## config.mk

```make
export PLATFORM = sky130hd
export DESIGN_NAME = vdiv_iter_unit
export DESIGN_NICKNAME = d
export VERILOG_FILES = /design/src/rtl/vec_pkg.sv /design/src/rtl/vdiv_core.sv /design/src/rtl/vdiv_iter_unit.sv
export SDC_FILE = /design/constraint.sdc
export NUM_CORES = 1
export LEC_CHECK = 0
export BUFFER_PORTS_ARGS = -buffer_cell sky130_fd_sc_hd__buf_2
export CORE_MARGIN = 8
export CORE_UTILIZATION = 60
export CTS_CLUSTER_DIAMETER = 100
export DETAILED_ROUTE_END_ITERATION = 10
export GPL_TIMING_DRIVEN = 0
export HOLD_SLACK_MARGIN = 0.06
export PLACE_DENSITY = 0.8
export RECOVER_POWER = 25
export SYNTH_ARGS = -nofsm -noshare
export SYNTH_HDL_FRONTEND = slang
export SYNTH_SLANG_ARGS = --single-unit
```

## constraint.sdc

```tcl
create_clock -name clk -period 8.8 [get_ports clk]
set_input_delay 1.32 -clock clk [delete_from_list [all_inputs] [get_ports clk]]
set_output_delay 1.32 -clock clk [all_outputs]
set_load 0.05 [all_outputs]
```

## src/rtl/vec_pkg.sv

```systemverilog
// Shared definitions for the vector divide unit: operand-mode encodings,
// sequencer state encoding and a constant-evaluable ceil(log2) helper.
package vec_pkg;

  localparam logic [1:0] CE_VV = 2'b00;
  localparam logic [1:0] CE_VS = 2'b11;
  localparam logic [1:0] CE_SV = 2'b10;

  typedef logic [1:0] state_t;

  localparam state_t ST_IDLE    = 2'd0;
  localparam state_t ST_WAIT_IN = 2'd1;
  localparam state_t ST_CALC    = 2'd2;
  localparam state_t ST_OUT     = 2'd3;

  function automatic int clog2(input int n);
    int r;
    r = 0;
    for (int i = 0; i < 31; i++) begin
      if ((1 << i) < n) r = i + 1;
    end
    return r;
  endfunction

endpackage

```

## src/rtl/vdiv_core.sv

```systemverilog
// Radix-2 restoring divider on operand magnitudes; signs are re-applied at the
// outputs. The first iteration happens in the start cycle, so a divide takes
// DATA_WIDTH clock edges from start to valid.
module vdiv_core
  import vec_pkg::*;
#(
  parameter int DATA_WIDTH = 32
) (
  input  logic                  clk,
  input  logic                  rst,
  input  logic                  start,
  input  logic [DATA_WIDTH-1:0] a,
  input  logic [DATA_WIDTH-1:0] b,
  input  logic                  is_signed,
  output logic                  busy,
  output logic [DATA_WIDTH-1:0] quotient,
  output logic [DATA_WIDTH-1:0] remainder,
  output logic                  valid
);

  localparam int CW = clog2(DATA_WIDTH) + 1;

  logic [DATA_WIDTH-1:0] q_r, r_r, d_r;
  logic [CW-1:0]         cnt_r;
  logic                  neg_q_r, neg_r_r, busy_r, valid_r;

  logic                  a_neg, b_neg, launch;
  logic [DATA_WIDTH-1:0] mag_a, mag_b, q_cur, r_cur, d_cur, q_nxt, r_nxt;
  logic [DATA_WIDTH:0]   shifted, diff;

  always_comb begin
    a_neg   = is_signed & a[DATA_WIDTH-1];
    b_neg   = is_signed & b[DATA_WIDTH-1];
    mag_a   = a_neg ? -a : a;
    mag_b   = b_neg ? -b : b;
    launch  = start & ~busy_r;
    if (launch) begin
      r_cur = '0;
      q_cur = mag_a;
      d_cur = mag_b;
    end else begin
      r_cur = r_r;
      q_cur = q_r;
      d_cur = d_r;
    end
    shifted = {r_cur, q_cur[DATA_WIDTH-1]};
    diff    = shifted - {1'b0, d_cur};
    // A borrow out of the trial subtraction means this quotient bit is 0.
    r_nxt   = diff[DATA_WIDTH] ? shifted[DATA_WIDTH-1:0] : diff[DATA_WIDTH-1:0];
    q_nxt   = {q_cur[DATA_WIDTH-2:0], ~diff[DATA_WIDTH]};
  end

  always_ff @(posedge clk or negedge rst) begin
    if (!rst) begin
      q_r     <= '0;
      r_r     <= '0;
      d_r     <= '0;
      cnt_r   <= '0;
      neg_q_r <= 1'b0;
      neg_r_r <= 1'b0;
      busy_r  <= 1'b0;
      valid_r <= 1'b0;
    end else if (launch) begin
      q_r     <= q_nxt;
      r_r     <= r_nxt;
      d_r     <= d_cur;
      neg_q_r <= a_neg ^ b_neg;
      neg_r_r <= a_neg;
      cnt_r   <= CW'(DATA_WIDTH - 1);
      busy_r  <= 1'b1;
      valid_r <= 1'b0;
    end else if (busy_r) begin
      q_r   <= q_nxt;
      r_r   <= r_nxt;
      cnt_r <= cnt_r - CW'(1);
      if (cnt_r == CW'(1)) begin
        busy_r  <= 1'b0;
        valid_r <= 1'b1;
      end
    end
  end

  assign busy      = busy_r;
  assign valid     = valid_r;
  assign quotient  = neg_q_r ? -q_r : q_r;
  assign remainder = neg_r_r ? -r_r : r_r;

endmodule

```

## src/rtl/vdiv_iter_unit.sv

```systemverilog
// Element sequencer for vector integer divide/remainder: latches the op
// configuration, walks elements through mask/bypass checks and the divider.
//
// state   | meaning
// IDLE    | no op in progress, waiting for start
// WAIT_IN | in_ready high, waiting for the next element
// CALC    | vdiv_core iterating on the accepted element
// OUT     | result presented, waiting for out_ready
module vdiv_iter_unit
  import vec_pkg::*;
#(
  parameter int  DATA_WIDTH = 32,
  parameter int  MVL        = 16,
  localparam int VLW        = clog2(MVL) + 1
) (
  input  logic                  clk,
  input  logic                  rst,
  input  logic                  start,
  input  logic                  op_rem,
  input  logic                  is_signed,
  input  logic [1:0]            cont_esc,
  input  logic [DATA_WIDTH-1:0] op_esc,
  input  logic                  masked,
  input  logic [MVL-1:0]        mask,
  input  logic [VLW-1:0]        vlr,
  input  logic                  in_valid,
  output logic                  in_ready,
  input  logic [DATA_WIDTH-1:0] in_a,
  input  logic [DATA_WIDTH-1:0] in_b,
  output logic                  out_valid,
  input  logic                  out_ready,
  output logic [DATA_WIDTH-1:0] out_data,
  output logic                  out_mask,
  output logic                  out_last,
  output logic                  busy,
  output logic                  done
);

  localparam logic [DATA_WIDTH-1:0] MIN_VAL = {1'b1, {(DATA_WIDTH-1){1'b0}}};

  state_t                state_r;
  logic [VLW-1:0]        idx_r, cnt_r;
  logic [MVL-1:0]        mask_r;
  logic                  op_rem_r, signed_r, out_mask_r, done_r;
  logic [1:0]            esc_r;
  logic [DATA_WIDTH-1:0] esc_val_r, out_data_r;

  logic [VLW-1:0]        vlr_eff;
  logic [DATA_WIDTH-1:0] op_a, op_b, core_quo, core_rem;
  logic                  elem_en, div_zero, ovf, accept, core_start, last_elem;
  logic                  core_busy, core_valid;

  always_comb begin
    vlr_eff    = (vlr > VLW'(MVL)) ? VLW'(MVL) : vlr;
    op_a       = (esc_r == CE_SV) ? esc_val_r : in_a;
    op_b       = (esc_r == CE_VS) ? esc_val_r : in_b;
    elem_en    = |(mask_r & (MVL'(1) << idx_r));
    div_zero   = (op_b == '0);
    ovf        = signed_r && (op_a == MIN_VAL) && (op_b == '1);
    accept     = (state_r == ST_WAIT_IN) && in_valid;
    core_start = accept && elem_en && !div_zero && !ovf;
    last_elem  = (idx_r == cnt_r - VLW'(1));
  end

  vdiv_core #(.DATA_WIDTH(DATA_WIDTH)) u_core (
    .clk       (clk),
    .rst       (rst),
    .start     (core_start),
    .a         (op_a),
    .b         (op_b),
    .is_signed (signed_r),
    .busy      (core_busy),
    .quotient  (core_quo),
    .remainder (core_rem),
    .valid     (core_valid)
  );

  always_ff @(posedge clk or negedge rst) begin
    if (!rst) begin
      state_r    <= ST_IDLE;
      idx_r      <= '0;
      cnt_r      <= '0;
      mask_r     <= '0;
      op_rem_r   <= 1'b0;
      signed_r   <= 1'b0;
      esc_r      <= CE_VV;
      esc_val_r  <= '0;
      out_data_r <= '0;
      out_mask_r <= 1'b0;
      done_r     <= 1'b0;
    end else begin
      done_r <= 1'b0;
      case (state_r)
        ST_IDLE: begin
          if (start) begin
            op_rem_r  <= op_rem;
            signed_r  <= is_signed;
            esc_r     <= cont_esc;
            esc_val_r <= op_esc;
            mask_r    <= masked ? mask : '1;
            cnt_r     <= vlr_eff;
            idx_r     <= '0;
            // An empty vector completes immediately without ever going busy.
            if (vlr_eff == '0) done_r <= 1'b1;
            else               state_r <= ST_WAIT_IN;
          end
        end
        ST_WAIT_IN: begin
          if (accept) begin
            if (!elem_en) begin
              out_data_r <= '0;
              out_mask_r <= 1'b0;
              state_r    <= ST_OUT;
            end else if (ovf) begin
              out_data_r <= op_rem_r ? '0 : MIN_VAL;
              out_mask_r <= 1'b1;
              state_r    <= ST_OUT;
            end else if (div_zero) begin
              out_data_r <= op_rem_r ? op_a : '1;
              out_mask_r <= 1'b1;
              state_r    <= ST_OUT;
            end else begin
              state_r <= ST_CALC;
            end
          end
        end
        ST_CALC: begin
          if (core_valid && !core_busy) begin
            out_data_r <= op_rem_r ? core_rem : core_quo;
            out_mask_r <= 1'b1;
            state_r    <= ST_OUT;
          end
        end
        ST_OUT: begin
          if (out_ready) begin
            idx_r <= idx_r + VLW'(1);
            if (last_elem) begin
              state_r <= ST_IDLE;
              done_r  <= 1'b1;
            end else begin
              state_r <= ST_WAIT_IN;
            end
          end
        end
        default: state_r <= ST_IDLE;
      endcase
    end
  end

  assign in_ready  = (state_r == ST_WAIT_IN);
  assign out_valid = (state_r == ST_OUT);
  assign out_last  = (state_r == ST_OUT) && last_elem;
  assign busy      = (state_r != ST_IDLE);
  assign done      = done_r;
  assign out_data  = out_data_r;
  assign out_mask  = out_mask_r;

endmodule

```

==> summary.txt, run 1 <==
status: complete, but fails checks
failing checks: max-capacitance violations, max-slew violations
final cell count without fillers: 2437
core area: 26060 sq um
worst stage delay on the critical path: 570 ps
Max clock buf depth: 3
root buf cell: clkbuf_16
Hold WC Path Type: register to register
minimum period implied by the final worst setup slack: 8341 ps
endpoint class of the critical path: register
die height: 179.1 um
cell total after placement: 2394
CP max-delay cell: nor4_4
most common cell after layout, fill and taps aside: nand2_1
Setup WS pre-CTS: -843.3 ps
Initial Util: 61.23%
Max Transition Viols Final: 207
CP delay by family, top: buffers and inverters
layout cell share with drive strength beyond 1: 15.78%
Layout area overhead: 13.13%
Layout Nets: 2258
CTS H-tree depth: 1
CTS clk-pin slew, worst paths: 60 ps
Post-Route Utilization: 69.28%
Ys Warns: 0
CTS tree: built
die width: 179.1 um
Ports: 165
number of synthesized flops with an enable pin: 0
asr flop ratio synth: 100.0%
# hold bufs at CTS: 0
# DRC: 0
post-DP HPWL: 47.01 mm
Avg Cell Area, Syn: 8.425 sq um
CTS Sinks: 204
Startpoint Class: register
num rows: 59
Worst-Skew Late Latency: 550 ps
1st-iter DRT viols: 1898
total global-route track usage: 36.69%
drt pass-1 iters: 6
Synth cell types: 90
peak fanout along the critical path: 28
Critical Path RT: 9200 ps
DIE AREA: 32070 sq um
RSZ-0062 raised after global routing: no
initial antenna violation count: 5
global placer's final weighted congestion: 1.090
clock skew: 29.82 ps
global-route wire length before repair: 89.73 mm
Highest Clock Rate: 119.9 MHz
synthesized area: 15960 sq um
sequential fraction of the synthesis area: 31.99%
Final WS setup: 458.9 ps
synthesized flop and latch total: 204
pin count of the biggest net entering global routing: 120
CP Class: register to register
syn_nets: 2072
routed len/inst: 24.33 um
PortBufs: 164
fin crit share: 94.79%
Vias: 15820
max_slew headroom: -201.4%
final instance area: 18050 sq um
DR vias/cell: 6.490
Worst Path Arrival: 8750 ps
placed cell area: 17230 sq um
Fin. Hold Viols: 0
Top FF cell, synth: dfrtp_1
Num CTS Buffers: 24
Detail Route Antenna Nets: 0
crit path buf inv count: 10
most frequent cells in the layout: nand2_1, dfrtp_1, buf_2
remaining global-route overflow: 0
Mapped Cells: 1894
Final Setup Violations: 0
final WL: 59.29 mm
max cap viols: 2
worst slew pin tran: 4521 ps
vias in the first global route: 15520
routing by layer:
metal  share of wire [%]  track usage, %  vias to the layer above
li1                    -               -                     7147
met1                  39           46.84                     7500
met2                  44           56.60                      972
met3                  10           8.045                      196
met4                 6.4           21.32                        2
met5               0.022               0                        -
worst paths after layout:
path                       cells past startpoint  slack [ps]             end         start
hold / removal                                 2         460    out_data[11]  out_data[11]
setup / recovery                              29         460  u_core.r_r[12]      esc_r[0]
hold reg to reg                                2         460    out_data[11]  out_data[11]
min in group asynchronous                      1        2370  u_core.q_r[27]           rst
setup reg to reg                              29         460  u_core.r_r[12]      esc_r[0]
max in group asynchronous                      2        1650  u_core.d_r[30]           rst
cell families after synthesis:
kind of cell               Yosys count  synth area share [%]
and+or+nand+nor                    621                 18.68
AOI/OAI and AO/OA                  516                 21.05
DFF                                204                 31.99
buffers and inverters              188                 4.862
muxes                              157                 10.63
xor gates and xnor gates           156                 8.680
adders and majority gates           52                 4.109
synth_stat cells (7+ instances only):
cell type	number	area share [%]
o221ai_1	14	0.77
nor3_1	33	1.0
and3_1	12	0.47
or4_1	11	0.52
inv_1	71	1.7
ha_1	50	3.9
clkbuf_1	88	2.1
nand2b_1	16	0.63
nand2_1	238	5.6
o211ai_1	9	0.42
nand4_1	18	0.71
or3_1	17	0.67
a31oi_1	18	0.71
a21oi_1	120	3.8
mux2i_1	77	4.8
xnor2_1	94	5.2
o21a_1	7	0.33
and2_1	36	1.4
o21ai_1	10	0.31
dfrtp_1	204	32
a32oi_1	9	0.49
o31ai_1	28	1.3
a22oi_1	7	0.33
mux2_2	76	5.4
a211o_1	7	0.38
a221o_1	16	1.0
buf_2	8	0.25
nor2b_1	31	1.2
nor2_1	138	3.2
nand3_1	33	1.0
o21ai_0	146	4.6
a21o_1	33	1.6
a211oi_1	32	1.5
buf_1	11	0.26
xor2_1	61	3.3
layout make-up:
class	instances	area (sq um)
Clock inverter	8	96.34
Inverter	71	266.5
Tap cell	335	419.2
Sequential cell	204	5105
Timing Repair Buffer	165	823.3
Antenna cell	4	10.01
Multi-Input combinational cell	1502	10100
Fill cell	2215	8006
Clock buffer	36	726.9
Buffer	112	501.7
per-stage QoR:
step,hold slack [ps],TNS (ps)
6_report,458.9,0
5_1_grt,491.4,0
4_1_cts,467.4,0
3_5_place_dp,452.6,-20380
3_3_place_gp,447.5,-16120
2_1_floorplan,438.7,0
state kept, by name (all words and copies together), names as in the netlist, 2 cells and up:
name          count
idx_r             5
out_data         32
esc_val_r        32
state_r           2
u_core.r_r       32
mask_r           16
u_core.d_r       32
u_core.q_r       32
esc_r             2
cnt_r             5
u_core.cnt_r      6
worst min-delay path: cells and delay by family (launching register included):
| family | cells | cell delay [ps] |
|---|---|---|
| DFF | 1 | 340 |
| and+or+nand+nor | 2 | 90 |
timing repair:
item	CTS	global route
pin swaps	0	1
setup buffers	0	0
resized for setup	10	3
endpoints found under the setup margin	33	33
Power of run 1 is left out: the tool's default activity adds up to more than one toggle a clock period on the data nets, which glitch-free logic cannot reach.
==> inputs of run 2 (changes only) <==
--- a/config.mk
+++ b/config.mk
@@ -7,13 +7,14 @@
 export LEC_CHECK = 0
 export BUFFER_PORTS_ARGS = -buffer_cell sky130_fd_sc_hd__buf_2
 export CORE_MARGIN = 8
-export CORE_UTILIZATION = 60
+export CORE_UTILIZATION = 45
 export CTS_CLUSTER_DIAMETER = 100
 export DETAILED_ROUTE_END_ITERATION = 10
 export GPL_TIMING_DRIVEN = 0
 export HOLD_SLACK_MARGIN = 0.06
-export PLACE_DENSITY = 0.8
+export PLACE_DENSITY = 0.63
 export RECOVER_POWER = 25
 export SYNTH_ARGS = -nofsm -noshare
 export SYNTH_HDL_FRONTEND = slang
+export SYNTH_HIERARCHICAL = 1
 export SYNTH_SLANG_ARGS = --single-unit
==> run 2 against run 1 <==
Net effect: the run still ends with max-capacitance violations, max-slew violations left; utilization is 17 points lower; first-iteration DRC count decreased by 33%; register-to-register slack gained 310 ps; count of clock-buffer cells in the layout is 4 lower; worst setup slack gained 310 ps; critical path type unchanged; critical endpoint is now u_core/r_r[29].
==> summary.txt, run 2 <==
Worst-Skew Late Latency: 540 ps (about the same)
pin count of the biggest net entering global routing: 80 (-33%)
FF-to-FF Start: esc_r[1]
Yosys top cell by area: dfrtp_1
Critical Path RT: 9240 ps (+40 ps)
worst stage delay on the critical path: 660 ps (+90 ps)
Hold WS: 472.3 ps (+13.46 ps)
placed cell area: 17130 sq um (-0.59%)
synthesized flop and latch total: 204 (unchanged)
most common cell after layout, fill and taps aside: nand2_1
DR vias/cell: 5.970 (-8.0%)
DIE AREA: 41080 sq um (+28%)
minimum period implied by the final worst setup slack: 8030 ps (-310.8 ps)
Setup TNS Final: 0 ps (unchanged)
Initial Util: 45.51% (-16 points)
most frequent cells in the layout: nand2_1, dfrtp_1, o21ai_0
critical path cell sequence: buf_2 -> nor2b_1 -> clkbuf_1 -> mux2i_1 -> o2111ai_1 -> a2111oi_4 -> nand2_2 -> and4_1 -> nand2b_1 -> clkbuf_1 -> clkbuf_1 -> o21ai_0 -> ha_1 -> fa_1 -> nor2b_1 -> o2111ai_1 -> a31o_2 -> a211oi_1 -> nor4_1 -> nor3_1 -> buf_2 -> o21ai_0 -> o21ai_0
total global-route track usage: 26.83% (-9.9 points)
Resize count post-CTS: 0 (-10)
Avg Cell Area, Syn: 8.509 sq um (+1.0%)
initial antenna violation count: 2 (-3)
num rows: 68 (+15%)
vias in the first global route: 14710 (-5.3%)
Vias: 14960 (-5.4%)
1st-iter DRT viols: 1266 (-33%)
fin crit share: 91.25% (-3.5 points)
post-DP HPWL: 44.91 mm (-4.5%)
endpoint class of the critical path: register
Hold Startpoint: u_core/d_r[30]
final cell count without fillers: 2506 (+2.8%)
Startpoint Class: register
routed len/inst: 22.74 um (-6.5%)
sequential fraction of the synthesis area: 32.55% (+0.56 points)
synth top area cells: dfrtp_1, mux2_2, nand2_1
root buf cell: clkbuf_16
final WL: 56.98 mm (-3.9%)
Num CTS Buffers: 25 (+4.2%)
CTS clk-pin slew, worst paths: 60 ps (about the same)
Synth cell types: 68 (-24%)
Top FF cell, synth: dfrtp_1
Setup Buffers After CTS: 0 (unchanged)
global placer's final weighted congestion: 0.9744 (-11%)
max_slew headroom: -187.1% (+14 points)
global-route wire length before repair: 86.97 mm (-3.1%)
die height: 202.7 um (+13%)
remaining global-route overflow: 0 (unchanged)
failing checks: max-capacitance violations, max-slew violations
Leak: 7.947 nW
CTS tree: built
Post-Route Utilization: 51.78% (-17 points)
Final WS setup: 769.7 ps (+310.8 ps)
Worst Path Arrival: 8470 ps (-280 ps)
cell total after placement: 2463 (+2.9%)
clock skew: 16.60 ps (-13.22 ps)
die width: 202.7 um (+13%)
Fin. Hold Viols: 0 (unchanged)
# hold bufs at CTS: 0 (unchanged)
most frequent cell after synthesis: nand2_1
Setup WS pre-CTS: 545.7 ps (+1389 ps)
peak fanout along the critical path: 10 (-64%)
PortBufs: 163 (-0.61%)
core area: 34460 sq um (+32%)
Max clock buf depth: 3 (unchanged)
drt pass-1 iters: 6 (unchanged)
Layout area overhead: 13.78%
synthesized area: 15680 sq um (-1.7%)
final instance area: 17840 sq um (-1.2%)
number of synthesized flops with an enable pin: 0 (unchanged)
Highest Clock Rate: 124.5 MHz (+3.9%)
Hold WC Path Type: register to register
CTS Sinks: 204 (unchanged)
Ports: 165 (unchanged)
Mapped Cells: 1843 (-2.7%)
layout cell share with drive strength beyond 1: 19.13% (+3.4 points)
CTS H-tree depth: 1 (unchanged)
PwrDens: 115.5 nW/um^2
Layout Nets: 2213 (-2.0%)
max cap viols: 3 (+1)
Max Transition Viols Final: 209 (+0.97%)
asr flop ratio synth: 100.0% (unchanged)
# DRC: 0 (unchanged)
CP startpoint: esc_r[1]
total power: 2.061 mW
Detail Route Antenna Nets: 0 (unchanged)
CP max-delay cell: a211oi_1
RSZ-0062 raised after global routing: no
worst vdd ir: 120.8 uV
synth cell count leaders: nand2_1, dfrtp_1, o21ai_0, mux2_2, xnor2_1
status: complete, but fails checks
worst slew pin tran: 4307 ps (-213.8 ps)
CP Class: register to register
Ys Warns: 6 (+6)
Final Setup Violations: 0 (unchanged)
syn_nets: 2021 (-2.5%)
post-synth top area share: 32.55% (+0.56 points)
==> run 2: cell count changes after synthesis, sizes merged, moves of 44 or more <==
cell,before,now
a21oi,120,64
mux2i,80,30
nand2,239,295
nor2,138,56
o21ai,156,200
mux2,77,135
==> run 2: power by group <==
part | switching [mW] | internal, mW
clock | 0.423 | 0.572
combinational | 0.0845 | 0.0425
sequential | 0 | 0.938
total | 0.508 | 1.55
==> run 2: final timing paths <==
| kind | slack, ps | to | depth (start not counted) |
|---|---|---|---|
| setup / recovery | 770 | u_core/r_r[29] | 23 |
| hold / removal | 470 | u_core/d_r[30] | 2 |
| setup reg to reg | 770 | u_core/r_r[29] | 23 |
| hold reg to reg | 470 | u_core/d_r[30] | 2 |
| max in group asynchronous | 1860 | u_core/r_r[0] | 2 |
| min in group asynchronous | 1700 | esc_r[0] | 1 |
==> run 2: routing by layer <==
layer	up-vias	wire, um	GRT usage (%)
met4	0	1773	8.521
met1	7191	25280	36.98
met3	102	5320	6.806
met2	705	24600	40.69
met5	-	0	0
li1	6962	-	-
==> run 2: cells by family after synthesis <==
kind of cell | synth area share [%]
and+or+nand+nor | 20.11
AOI/OAI and AO/OA | 18.49
DFF | 32.55
buffers and inverters | 4.460
muxes | 11.61
xor gates and xnor gates | 8.656
adders and majority gates | 4.117
==> run 2: cell type report <==
class	instances	area, sq um
Multi-Input combinational cell	1466	9878
Tap cell	455	569.3
Timing Repair Buffer	165	822.0
Antenna cell	2	5.005
Clock buffer	32	681.9
Sequential cell	204	5105
Inverter	64	240.2
Clock inverter	9	82.58
Buffer	109	459.2
Fill cell	3381	16610
==> run 2: worst max-delay path, delay by kind of cell (launching register included) <==
family                   cells  cell delay [ps]
flip-flops                   1              330
multiplexers                 1              570
adder cells (fa/ha/maj)      2              720
buffers and inverters        5             1820
AND/OR/NAND/NOR              7             1900
AO/OA/AOI/OAI                8             2580
Power figures use the tool's default switching activity.
==> inputs of run 3 (changes only) <==
--- a/config.mk
+++ b/config.mk
@@ -7,12 +7,12 @@
 export LEC_CHECK = 0
 export BUFFER_PORTS_ARGS = -buffer_cell sky130_fd_sc_hd__buf_2
 export CORE_MARGIN = 8
-export CORE_UTILIZATION = 45
+export CORE_UTILIZATION = 60
 export CTS_CLUSTER_DIAMETER = 100
 export DETAILED_ROUTE_END_ITERATION = 10
 export GPL_TIMING_DRIVEN = 0
 export HOLD_SLACK_MARGIN = 0.06
-export PLACE_DENSITY = 0.63
+export PLACE_DENSITY = 0.8
 export RECOVER_POWER = 25
 export SYNTH_ARGS = -nofsm -noshare
 export SYNTH_HDL_FRONTEND = slang
==> run 3 against run 2 <==
Net effect: the run still ends with max-capacitance violations, max-slew violations left; clock skew down 4.4 ps; sequential power about the same; first-iteration DRC count grew 40%; final cell count shrank 4.8%; hold slack gained 1.7 ps; critical path depth decreased by 1; combinational power barely moved; flip-flop and latch count stayed put; die area is 23% lower; maximum frequency is 2.9% higher; sequential share of layout area grew 0.078 points; largest cell class unchanged; largest power group unchanged; highest routed layer unchanged.
==> summary.txt, run 3 (synthesis results as in run 2) <==
Layout Nets: 2211 (-0.090%)
initial antenna violation count: 0 (-2)
Crit path top cell by count: o21ai_0
max_slew headroom: -239.5% (-52 points)
total global-route track usage: 33.80% (+7.0 points)
Num CTS Buffers: 24 (-4.0%)
Startpoint Class: input port
CTS clk-pin slew, worst paths: 60 ps (about the same)
Setup Buffers After CTS: 0 (unchanged)
Fin. Hold Viols: 0 (unchanged)
max cap viols: 1 (-2)
die width: 177.7 um (-12%)
Leak: 7.993 nW (+0.58%)
most frequent cells in the layout: nand2_1, dfrtp_1, o21ai_0
Final Setup Violations: 0 (unchanged)
minimum period implied by the final worst setup slack: 7806 ps (-223.8 ps)
drt pass-1 iters: 6 (unchanged)
PortBufs: 163 (unchanged)
most common cell after layout, fill and taps aside: nand2_1
failing checks: max-capacitance violations, max-slew violations
# DRC: 0 (unchanged)
vias in the first global route: 14990 (+1.9%)
1st-iter DRT viols: 1773 (+40%)
CTS Sinks: 204 (unchanged)
post-DP HPWL: 42.09 mm (-6.3%)
CP Class: input port to register
worst stage delay on the critical path: 680 ps (+20 ps)
Detail Route Antenna Nets: 0 (unchanged)
Max Transition Viols Final: 93 (-56%)
Worst-Skew Late Latency: 530 ps (about the same)
core area: 25840 sq um (-25%)
Resize count post-CTS: 0 (unchanged)
Critical Path RT: 9240 ps (about the same)
Initial Util: 60.70% (+15 points)
RSZ-0062 raised after global routing: no
Hold WC Path Type: register to register
status: complete, but fails checks
critical path cell sequence: buf_2 -> nor4_1 -> nand4_1 -> nand3b_1 -> a2111oi_4 -> nand2_2 -> and4_1 -> nand2b_1 -> clkbuf_1 -> clkbuf_1 -> o21ai_0 -> ha_1 -> fa_1 -> nor2b_1 -> o2111ai_1 -> a31o_2 -> a211oi_1 -> nor4_1 -> nor3_1 -> buf_2 -> o21ai_0 -> o21ai_0
peak fanout along the critical path: 10 (unchanged)
# hold bufs at CTS: 0 (unchanged)
num rows: 59 (-13%)
pin count of the biggest net entering global routing: 114 (+43%)
clock skew: 12.20 ps (-4.408 ps)
root buf cell: clkbuf_16
global-route wire length before repair: 84.01 mm (-3.4%)
worst vdd ir: 124.4 uV (+2.9%)
Max clock buf depth: 3 (unchanged)
CTS tree: built
CP max-delay cell: a211oi_1
layout cell share with drive strength beyond 1: 19.17% (+0.039 points)
final WL: 54.05 mm (-5.1%)
endpoint class of the critical path: register
remaining global-route overflow: 0 (unchanged)
Layout area overhead: 13.47%
Vias: 15400 (+2.9%)
Worst Path Arrival: 8250 ps (-220 ps)
die height: 177.7 um (-12%)
routed len/inst: 22.65 um (-0.36%)
Highest Clock Rate: 128.1 MHz (+2.9%)
fin crit share: 88.71% (-2.5 points)
Setup TNS Final: 0 ps (unchanged)
CTS H-tree depth: 1 (unchanged)
global placer's final weighted congestion: 0.9958 (+2.2%)
PwrDens: 120.3 nW/um^2 (+4.1%)
DIE AREA: 31570 sq um (-23%)
DR vias/cell: 6.453 (+8.1%)
worst slew pin tran: 5093 ps (+785.7 ps)
Post-Route Utilization: 68.87% (+17 points)
Ports: 165 (unchanged)
## run 3: cell types whose count changed in the layout (fill, tap and decap cells not counted), sizes merged
cell    previous run  this run
bufinv             1         4
clkbuf           123       124
clkinv             5         3
diode              2         1
inv               65        64
## run 3: cell type report
type | count | area, sq um
antenna | 1 | 2.502
buffer | 109 | 459.2
clock buffer | 34 | 699.4
clock inverter | 9 | 150.1
fill | 2189 | 8043
inverter | 64 | 240.2
multi-input combinational | 1466 | 9878
sequential | 204 | 5105
tap | 335 | 419.2
timing repair buffer | 164 | 840.8
## run 3: where the power goes
group	total, mW	leakage, nW	switching (mW)	internal [mW]
sequential	0.938	2.66	0	0.938
combinational	0.126	4.92	0.0824	0.0438
clock	1.08	0.411	0.407	0.668
## run 3: final timing paths
check | slack (ps) | depth (start not counted) | to | startpoint
worst max register to register | 1060 | 25 | u_core/r_r[30] | esc_r[1]
worst max-delay path | 990 | 22 | u_core/r_r[30] | in_a[11]
max in group asynchronous | 3300 | 1 | mask_r[7] | rst
min in group asynchronous | 2620 | 1 | u_core/r_r[7] | rst
worst min-delay path | 470 | 2 | u_core/d_r[30] | u_core/d_r[30]
worst min register to register | 470 | 2 | u_core/d_r[30] | u_core/d_r[30]
## run 3: critical path: cells and delay by family
kind            cells  cell delay, ps
simple gates        9            2390
fa+ha+maj           2             730
compound gates      7            2360
buf+inv             4            1440
## run 3: through the flow
stage	hold WS, ps	area [sq um]	cells	setup slack, ps	power, mW
after detailed placement	465.3	16960	2342	684.5	1.078
final	474.0	17790	2386	993.5	2.140
after floorplan	438.7	15680	1843	2692	1.000
after global placement	450.8	16920	2341	729.1	1.075
after CTS	478.3	17800	2385	1192	2.147
after global routing	499.4	17790	2385	417.6	2.197
## run 3: metal layers
layer  track usage [%]  share of wire, %
met4             13.93               4.2
met3             7.106                11
met5                 0                 0
met1             45.92                41
met2             51.72                44
